--- config.mk ---
export PLATFORM = sky130hd
export DESIGN_NAME = shift_add_multiplier
export DESIGN_NICKNAME = d
export VERILOG_FILES = /design/src/rtl/shift_add_multiplier.sv
export SDC_FILE = /design/constraint.sdc
export NUM_CORES = 1
export LEC_CHECK = 0
export BUFFER_PORTS_ARGS = -buffer_cell sky130_fd_sc_hd__buf_2
export CAP_MARGIN = 20
export CORE_MARGIN = 5
export CORE_UTILIZATION = 45
export CTS_CLUSTER_DIAMETER = 120
export DETAILED_ROUTE_END_ITERATION = 10
export GPL_ROUTABILITY_DRIVEN = 1
export PLACE_DENSITY = 0.72
export SLEW_MARGIN = 25
export SYNTH_ARGS = -nofsm -noshare
export SYNTH_HDL_FRONTEND = slang
export SYNTH_SLANG_ARGS = --single-unit
--- constraint.sdc ---
create_clock -name clk -period 3.05 [get_ports clk]
set_input_delay 0.305 -clock clk [delete_from_list [all_inputs] [get_ports clk]]
set_output_delay 0.305 -clock clk [all_outputs]
set_load 0.05 [all_outputs]
--- src/rtl/shift_add_multiplier.sv ---
// Sequential unsigned multiplier: one conditional add and one right shift per cycle.
// Product is built in place in R, with the multiplier consumed from its low half.
module shift_add_multiplier #(
  parameter int word_width = 8
) (
  input  logic                      clk,
  input  logic                      reset,
  input  logic                      in_valid,
  output logic                      in_ready,
  input  logic [word_width-1:0]     A,
  input  logic [word_width-1:0]     B,
  output logic                      out_valid,
  input  logic                      out_ready,
  output logic [2*word_width-1:0]   R,
  output logic                      busy
);

  localparam int CW = $clog2(word_width);
  localparam logic [CW-1:0] LAST = CW'(word_width - 1);

  typedef enum logic [1:0] {
    IDLE,
    RUN,
    DONE
  } state_t;

  state_t                state;
  state_t                state_nxt;
  logic [CW-1:0]         cnt;
  logic [word_width-1:0] m;
  logic [word_width:0]   sum;

  // Carry-out is kept as the top bit and shifted back into R.
  always_comb begin
    sum = {1'b0, R[2*word_width-1:word_width]};
    if (R[0]) begin
      sum = {1'b0, R[2*word_width-1:word_width]} + {1'b0, m};
    end
  end

  always_comb begin
    state_nxt = state;
    in_ready  = 1'b0;
    out_valid = 1'b0;
    busy      = 1'b1;
    unique case (state)
      IDLE: begin
        in_ready = 1'b1;
        busy     = 1'b0;
        if (in_valid) state_nxt = RUN;
      end
      RUN: begin
        if (cnt == LAST) state_nxt = DONE;
      end
      DONE: begin
        out_valid = 1'b1;
        if (out_ready) state_nxt = IDLE;
      end
      default: state_nxt = IDLE;
    endcase
  end

  always_ff @(posedge clk) begin
    if (reset) begin
      state <= IDLE;
      cnt   <= '0;
      m     <= '0;
      R     <= '0;
    end else begin
      state <= state_nxt;
      case (state)
        IDLE: begin
          if (in_valid) begin
            m   <= A;
            R   <= {{word_width{1'b0}}, B};
            cnt <= '0;
          end
        end
        RUN: begin
          R   <= {sum, R[word_width-1:1]};
          cnt <= cnt + 1'b1;
        end
        default: ;
      endcase
    end
  end

endmodule
==> results of run 1 <==
==> cell families after synthesis <==
group           synth area share (%)
mux                             1.33
simple gates                    22.5
compound gates                  25.8
buf+inv                         4.46
fa+ha+maj                       9.08
flops                           36.3
xor+xnor                       0.548
==> stage by stage <==
step                      instances  hold slack [ns]  util [%]  cell area (µm²)
after floorplan                 196            0.440         -             1600
after global placement          270            0.450      53.2             1800
after detailed placement        270            0.451      53.2             1800
after CTS                       278            0.179      54.7             1860
after global routing            278            0.189      54.7             1860
final                           278            0.191      54.7             1860
==> routing by layer <==
metal / global-route usage [%] / up-vias
li1: - / 776
met4: 5.42 / 0
met3: 6.38 / 7
met1: 21.3 / 674
met5: 0 / -
met2: 22.6 / 39
==> power by group <==
| group | internal (W) | switching (W) |
|---|---|---|
| clock network | 0.0000876 | 0.000141 |
| registers | 0.000399 | 0.0000191 |
| logic | 0.0000514 | 0.000115 |
| total | 0.000538 | 0.000276 |
==> registers in the layout, indices dropped and copies added, names as in the netlist <==
name,cells
state,2
cnt,3
R,16
m,8
==> worst min-delay path, stage by stage <==
cell	delay, ns
buf_2	0.10
nand2_1	0.05
a21oi_1	0.05
==> layout make-up <==
cell class | instances | area share [%]
multi-input combinational | 150 | 51.0
sequential | 29 | 31.3
timing repair buffer | 39 | 10.7
tap | 46 | 3.10
clock buffer | 6 | 2.23
inverter | 6 | 1.21
clock inverter | 2 | 0.539
==> path summary, 6_finish.rpt <==
check | endpoint | start
hold / removal | m[7] | A[7]
hold reg to reg | m[5] | m[5]
setup / recovery | R[14] | state[0]
setup reg to reg | R[14] | state[0]
==> placed cells by master, fill, tap and decap left out, types with 2 or more instances in the layout <==
master	synthesis	layout
a211oi_1	4	4
a21oi_1	17	17
a22o_1	2	2
a22oi_1	6	6
a311oi_1	7	7
buf_2	5	38
clkbuf_4	0	5
clkinv_2	0	2
dfxtp_1	29	29
ha_1	10	10
inv_1	6	6
nand2_1	39	39
nand2b_1	2	2
nand3b_1	3	3
nor2_1	19	19
nor2b_1	4	4
nor3_1	2	2
nor3b_1	2	2
o211ai_1	2	2
o21ai_0	4	4
o311ai_0	2	2
==> results.sh, run 1 <==
export IMPL_wire_per_inst_um=13.1
export IMPL_synth_edff_count=0
export IMPL_grt_max_degree=35
export IMPL_antenna_found_initial=0
export IMPL_grtUsageTotal_pct=15.8
export IMPL_vias_per_cell=5.38
export IMPL_setup_tns_ns=0
export IMPL_worst_r2r_cell_count=4
export IMPL_wl_met2_um=1560
export IMPL_status="finished, final reports clean"
export IMPL_wl_met1_um=1770
export IMPL_synthTopCellsByArea="dfxtp_1 (36%), nand2_1 (9.2%), ha_1 (7.8%)"
export IMPL_cts_sinks=29
export IMPL_totalWireLength_um=3650
export IMPL_yosys_warnings=0
export IMPL_worstSkewPairLatency_ns=0.34
export IMPL_multi_input_area_um2=946
export IMPL_regToRegSetupSlack_ns=1.16
export IMPL_cp_num_cells=4
export IMPL_ios=39
export IMPL_htreeDepth=2
export IMPL_path_clk_slew_ns=0.10
export IMPL_drive_gt1_share_pct=23.3
export IMPL_drt_pass1_iter_count=4
export IMPL_dp_hpwl_um=2680
export IMPL_vias=1496
export IMPL_dieArea_um2=4840
export IMPL_finalHoldViolations=0
export IMPL_synth_most_common_cell="nand2_1"
export IMPL_syn_instance_count=196
export IMPL_postLayoutSetupSlackWorst_ns=1.16
export IMPL_grt_pass1_vias=1311
export IMPL_avgSynthCellArea_um2=8.15
export IMPL_place_port_buffers=38
export IMPL_max_stage_delay_ns=0.70
export IMPL_drtIter0Drc=125
export IMPL_worst_pin_slew_ns=0.834
export IMPL_yosysUniqueCellTypes=46
export IMPL_postSynth_asyncResetShare_pct=0
export IMPL_period_needed_ns=1.89
export IMPL_cts_repair_resized=0
export IMPL_coreArea_um2=3390
export IMPL_diodes=0
export IMPL_path_max_fanout=12
export IMPL_start_kind="flop"
export IMPL_ys_seq_area_share_pct=36.3
export IMPL_finalSetupViolations=0
export IMPL_fmax_mhz=528
export IMPL_rows=21
export IMPL_maxSlewHeadroom_pct=44.3
export IMPL_clk_path_buf_depth=2
export IMPL_initial_core_util_pct=47.1
export IMPL_power_density_nw_per_um2=439
export IMPL_grt_overflow=0
export IMPL_cp_arrival_ns=2.14
export IMPL_syn_cell_area_um2=1600
export IMPL_crit_chain="o21bai_1 -> a21boi_1 -> nor2b_1 -> a2111oi_2"
export IMPL_max_cap_violations=0
export IMPL_fin_nets=262
export IMPL_area_growth_pct=16.1
export IMPL_leakage_nw=0.837
export IMPL_min_path_type="in -> reg"
export IMPL_top_layer_used="met4"
export IMPL_critical_path_top_delay_family="compound AO/OA/AOI/OAI gates"
export IMPL_hold_depth=3
export IMPL_critPathKind="reg -> reg"
export IMPL_post_cts_buffers=0
export IMPL_crit_slowest_cell="o21bai_1"
export IMPL_yosys_area_top_type_share_pct=36.3
export IMPL_cts_tree="done"
export IMPL_syn_nets=227
export IMPL_rsz0062_at_grt="no"
export IMPL_ir_drop_mv=0.195
export IMPL_register_area_um2=581
export IMPL_yosysTopAreaCell="dfxtp_1"
export IMPL_cp_buffers_inverters=0
export IMPL_dr_wl_met3_um=268
export IMPL_synth_top_cells_by_count="nand2_1 (39), dfxtp_1 (29), nor2_1 (19)"
export IMPL_drc=0
export IMPL_fill_cells=338
export IMPL_endpoint_kind="flop"
export IMPL_required_ns=3.29
export IMPL_cts_root_buffer="clkbuf_4"
export IMPL_routabilityCongestion=0.784
export IMPL_grt_pass1_wl_um=6250
export IMPL_dp_slack_ns=1.16
export IMPL_slew_violations=0
export IMPL_cts_buffers=5
export IMPL_ant_nets=0
export IMPL_ys_flop_type="dfxtp_1"
export IMPL_die_height_um=69.6
export IMPL_p_total_w=0.000814
export IMPL_fin_crit_sh_pct=62.1
export IMPL_fin_skew_ns=0.0104
export IMPL_die_x_um=69.6
export IMPL_synth_seq_cells=29
export IMPL_cts_hold_buf=0
No activity file was read; power rests on OpenSTA's default activity.
==> inputs of run 2 (changes only) <==
==> constraint.sdc (replaced) <==
create_clock -name clk -period 1.9 [get_ports clk]
set_input_delay 0.19 -clock clk [delete_from_list [all_inputs] [get_ports clk]]
set_output_delay 0.19 -clock clk [all_outputs]
set_load 0.05 [all_outputs]
==> results.sh, run 2 (synthesis gave the netlist of run 1 again) <==
export IMPL_totalWireLength_um=3760
export IMPL_hold_depth=3
export IMPL_cts_repair_resized=0
export IMPL_fin_skew_ns=0.00548
export IMPL_die_height_um=69.6
export IMPL_setup_tns_ns=0
export IMPL_met1_usage_pct=21.2
export IMPL_regToRegSetupSlack_ns=0.11
export IMPL_top_regs="R (16), m (8), cnt (3)"
export IMPL_top_register="R"
export IMPL_htreeDepth=2
export IMPL_area_growth_pct=18.7
export IMPL_critical_path_top_delay_family="compound AO/OA/AOI/OAI gates"
export IMPL_diodes=0
export IMPL_cts_hold_buf=0
export IMPL_hp_start="A[0]"
export IMPL_cts_tree="done"
export IMPL_power_density_nw_per_um2=692
export IMPL_dp_slack_ns=0.0951
export IMPL_ir_drop_mv=0.341
export IMPL_fmax_mhz=559
export IMPL_post_cts_buffers=0
export IMPL_slew_violations=0
export IMPL_place_inst=274
export IMPL_grt_pass1_vias=1452
export IMPL_max_stage_delay_ns=0.36
export IMPL_dp_hpwl_um=2710
export IMPL_die_x_um=69.6
export IMPL_cts_sinks=29
export IMPL_start_kind="flop"
export IMPL_clk_path_buf_depth=2
export IMPL_regToRegStartpoint="R[8]"
export IMPL_cp_buffers_inverters=1
export IMPL_layout_common_cells="nand2_1 (39), buf_2 (38), dfxtp_1 (24)"
export IMPL_rsz0062_at_grt="no"
export IMPL_crit_slowest_cell="o31a_2"
export IMPL_worst_pin_slew_ns=0.618
export IMPL_r2r_end="R[15]"
export IMPL_path_clk_slew_ns=0.10
export IMPL_maxSlewHeadroom_pct=58.8
export IMPL_fin_nets=266
export IMPL_fin_crit_sh_pct=94.1
export IMPL_layout_commonest_cell="nand2_1"
export IMPL_grt_overflow=0
export IMPL_finalHoldViolations=0
export IMPL_vias_per_cell=5.32
export IMPL_ios=39
export IMPL_worstSkewPairLatency_ns=0.33
export IMPL_cp_arrival_ns=1.97
export IMPL_initial_core_util_pct=47.1
export IMPL_min_path_type="in -> reg"
export IMPL_worst_r2r_cell_count=7
export IMPL_cp_startpoint="R[8]"
export IMPL_antenna_found_initial=0
export IMPL_drtIter0Drc=102
export IMPL_leakage_nw=0.864
export IMPL_busiest_layer="met2"
export IMPL_cts_buffers=5
export IMPL_max_cap_violations=0
export IMPL_drt_pass1_iter_count=4
export IMPL_critPathKind="reg -> reg"
export IMPL_cts_root_buffer="clkbuf_4"
export IMPL_crit_chain="ha_2 -> inv_1 -> fa_2 -> nor2b_1 -> o31a_2 -> o311ai_0 -> a211oi_1"
export IMPL_period_needed_ns=1.79
export IMPL_coreArea_um2=3390
export IMPL_p_total_w=0.00131
export IMPL_drc=0
export IMPL_grt_max_degree=35
export IMPL_fill_cells=317
export IMPL_place_port_buffers=38
export IMPL_grtUsageTotal_pct=16.6
export IMPL_routabilityCongestion=0.796
export IMPL_dieArea_um2=4840
export IMPL_endpoint_kind="flop"
export IMPL_postLayoutSetupSlackWorst_ns=0.112
export IMPL_stdcell_count=282
export IMPL_status="finished, final reports clean"
export IMPL_ant_nets=0
export IMPL_rows=21
export IMPL_grt_pass1_wl_um=6600
export IMPL_min_to="m[0]"
export IMPL_required_ns=2.09
export IMPL_met3_usage_pct=5.07
export IMPL_drive_gt1_share_pct=27.5
export IMPL_vias=1500
export IMPL_wire_per_inst_um=13.3
export IMPL_path_max_fanout=4
export IMPL_finalSetupViolations=0
export IMPL_largest_reg_flops=16
export IMPL_met2_usage_pct=25.4
-- run 2: where the power goes --
part	total, W	leakage, nW	internal [W]	switching (W)
clock network	0.000362	0.0320	0.000141	0.000221
logic	0.000282	0.592	0.0000901	0.000192
registers	0.000669	0.240	0.000641	0.0000278
total	0.00131	0.864	0.000872	0.000441
-- run 2: final cells by class --
| type | instances | area, µm² | area share (%) |
|---|---|---|---|
| clock buffers | 6 | 41.3 | 2.18 |
| clock inverters | 2 | 10.0 | 0.528 |
| inverters | 6 | 22.5 | 1.19 |
| multi-input cells | 150 | 951 | 50.1 |
| flip-flops and latches | 29 | 587 | 30.9 |
| well taps | 46 | 57.6 | 3.03 |
| repair buffers | 43 | 228 | 12.0 |
-- run 2: worst register-to-register path: stages, from the launching register on --
cell and delay [ns]:
dfxtp_2 0.35, ha_2 0.19, inv_1 0.07, fa_2 0.20, nor2b_1 0.06, o31a_2 0.36
o311ai_0 0.30, a211oi_1 0.13
-- run 2: routing by layer --
metal,wire [µm],vias to the layer above,part of all wire (%)
li1,-,775,-
met4,65,0,1.7
met2,1630,36,43
met1,1830,682,49
met5,0,-,0
met3,232,7,6.2
-- run 2: per-stage QoR --
stage	util (%)	cell area, µm²	hold slack (ns)
floorplan	-	1600	0.326
global placement	54.3	1840	0.431
detailed placement	54.3	1840	0.440
CTS	55.8	1890	0.0872
global route	56.0	1900	0.0808
finish	56.0	1900	0.0896
-- run 2: worst max-delay path by stage --
| stage | end | slack, ns | cells after the start |
|---|---|---|---|
| 3_3_place_gp | R[13] | 0.14 | 7 |
| 3_5_place_dp | R[13] | 0.1 | 7 |
| 6_report | R[15] | 0.11 | 7 |
| 4_1_cts | R[13] | 0.1 | 7 |
| 5_1_grt | R[15] | 0.02 | 7 |
| 2_1_floorplan | R[14] | 0.02 | 5 |
==> inputs of run 3 (changes only) <==
--- a/config.mk
+++ b/config.mk
@@ -13,6 +13,7 @@
 export DETAILED_ROUTE_END_ITERATION = 10
 export GPL_ROUTABILITY_DRIVEN = 1
 export PLACE_DENSITY = 0.72
+export RECOVER_POWER = 50
 export SLEW_MARGIN = 25
 export SYNTH_ARGS = -nofsm -noshare
 export SYNTH_HDL_FRONTEND = slang
==> results.sh, run 3 (synthesis gave the netlist of run 1 again) <==
export IMPL_ios=39
export IMPL_fin_skew_ns=0.00641
export IMPL_rsz0062_at_grt="no"
export IMPL_max_stage_delay_ns=0.36
export IMPL_layout_common_cells="nand2_1 (39), dfxtp_1 (24), buf_2 (22)"
export IMPL_place_port_buffers=38
export IMPL_die_x_um=69.6
export IMPL_cts_sinks=29
export IMPL_regToRegSetupSlack_ns=0.11
export IMPL_critPathKind="reg -> reg"
export IMPL_path_max_fanout=4
export IMPL_status="finished, final reports clean"
export IMPL_finalHoldViolations=0
export IMPL_place_inst=274
export IMPL_start_kind="flop"
export IMPL_antenna_found_initial=0
export IMPL_fin_crit_sh_pct=94.1
export IMPL_busiest_layer="met2"
export IMPL_top_regs="R (16), m (8), cnt (3)"
export IMPL_grt_pass1_wl_um=6600
export IMPL_htreeDepth=2
export IMPL_regToRegStartpoint="R[8]"
export IMPL_crit_slowest_cell="o31a_2"
export IMPL_maxSlewHeadroom_pct=52.7
export IMPL_routabilityCongestion=0.796
export IMPL_met1_usage_pct=21.2
export IMPL_setup_tns_ns=0
export IMPL_finalSetupViolations=0
export IMPL_period_needed_ns=1.79
export IMPL_drive_gt1_share_pct=20.3
export IMPL_met3_usage_pct=5.07
export IMPL_drtIter0Drc=94
export IMPL_grt_max_degree=35
export IMPL_top_register="R"
export IMPL_required_ns=2.08
export IMPL_fin_nets=266
export IMPL_cts_root_buffer="clkbuf_4"
export IMPL_path_clk_slew_ns=0.10
export IMPL_vias=1508
export IMPL_crit_chain="ha_2 -> inv_1 -> fa_2 -> nor2b_1 -> o31a_2 -> o311ai_0 -> a211oi_1"
export IMPL_worstSkewPairLatency_ns=0.32
export IMPL_ir_drop_mv=0.340
export IMPL_totalWireLength_um=3760
export IMPL_layout_commonest_cell="nand2_1"
export IMPL_hp_start="A[6]"
export IMPL_rows=21
export IMPL_post_cts_buffers=0
export IMPL_vias_per_cell=5.35
export IMPL_cts_tree="done"
export IMPL_grt_pass1_vias=1452
export IMPL_power_density_nw_per_um2=697
export IMPL_max_cap_violations=0
export IMPL_whs_ns=0.0930
export IMPL_min_path_type="in -> reg"
export IMPL_clk_path_buf_depth=2
export IMPL_slew_violations=0
export IMPL_dp_hpwl_um=2710
export IMPL_worst_r2r_cell_count=7
export IMPL_wire_per_inst_um=13.3
export IMPL_r2r_end="R[15]"
export IMPL_ant_nets=0
export IMPL_initial_core_util_pct=47.1
export IMPL_hold_depth=3
export IMPL_fmax_mhz=559
export IMPL_min_to="m[6]"
export IMPL_drt_pass1_iter_count=4
export IMPL_largest_reg_flops=16
export IMPL_diodes=0
export IMPL_cp_arrival_ns=1.97
export IMPL_stdcell_count=282
export IMPL_grt_overflow=0
export IMPL_coreArea_um2=3390
export IMPL_worst_pin_slew_ns=0.710
export IMPL_endpoint_kind="flop"
export IMPL_cts_buffers=5
export IMPL_leakage_nw=0.795
export IMPL_met2_usage_pct=25.4
export IMPL_dieArea_um2=4840
export IMPL_grtUsageTotal_pct=16.6
export IMPL_die_height_um=69.6
export IMPL_area_growth_pct=17.2
export IMPL_drc=0
[run 3: cell count changes in the layout (fill, tap and decap cells not counted), sizes merged]
cell    before  now
buf         43   26
clkbuf       6   23
[run 3: critical path, delay by kind of cell, from the launching register on]
family                     cells  cell delay (ns)
and+or+nand+nor                1             0.06
DFF                            1             0.35
AOI/OAI and AO/OA              3             0.79
adders and majority gates      2             0.39
buffers and inverters          1             0.07
[run 3: what timing repair did]
action,in CTS,in global routing
resized for setup,0,4
hold buffers,0,0
endpoints found under the setup margin,0,2
[run 3: final cells by class]
class	count	area (µm²)
Clock inverter	2	10.0
Sequential cell	29	587
Fill cell	326	1520
Clock buffer	6	41.3
Multi-Input combinational cell	150	951
Timing Repair Buffer	43	204
Tap cell	46	57.6
Inverter	6	22.5
[run 3: worst max path at each step]
stage	to	depth (start not counted)	start
2_1_floorplan	R[14]	5	R[14]
3_3_place_gp	R[13]	7	R[8]
3_5_place_dp	R[13]	7	R[8]
4_1_cts	R[13]	7	R[8]
5_1_grt	R[15]	7	R[8]
6_report	R[15]	7	R[8]
[run 3: per-layer routing]
metal  vias to the layer above  share of wire, %
met5                         -                 0
li1                        775                 -
met3                         7               6.5
met1                       683                48
met2                        43                43
met4                         0               1.7
[run 3: stage by stage]
stage                     total power (W)  setup WS (ns)  util, %  instance area (µm²)
after global routing              0.00139         0.0142     55.3                 1870
after CTS                         0.00132         0.0983     55.8                 1890
after floorplan                  0.000885         0.0180        -                 1600
after detailed placement         0.000965         0.0951     54.3                 1840
after global placement           0.000963          0.144     54.3                 1840
final                             0.00131          0.112     55.3                 1870
[run 3: where the power goes]
part,switching (W),internal [W],leakage (nW),total (W)
sequential,0.0000281,0.000641,0.240,0.000669
clock,0.000220,0.000141,0.0320,0.000361
combinational,0.000192,0.0000833,0.523,0.000275
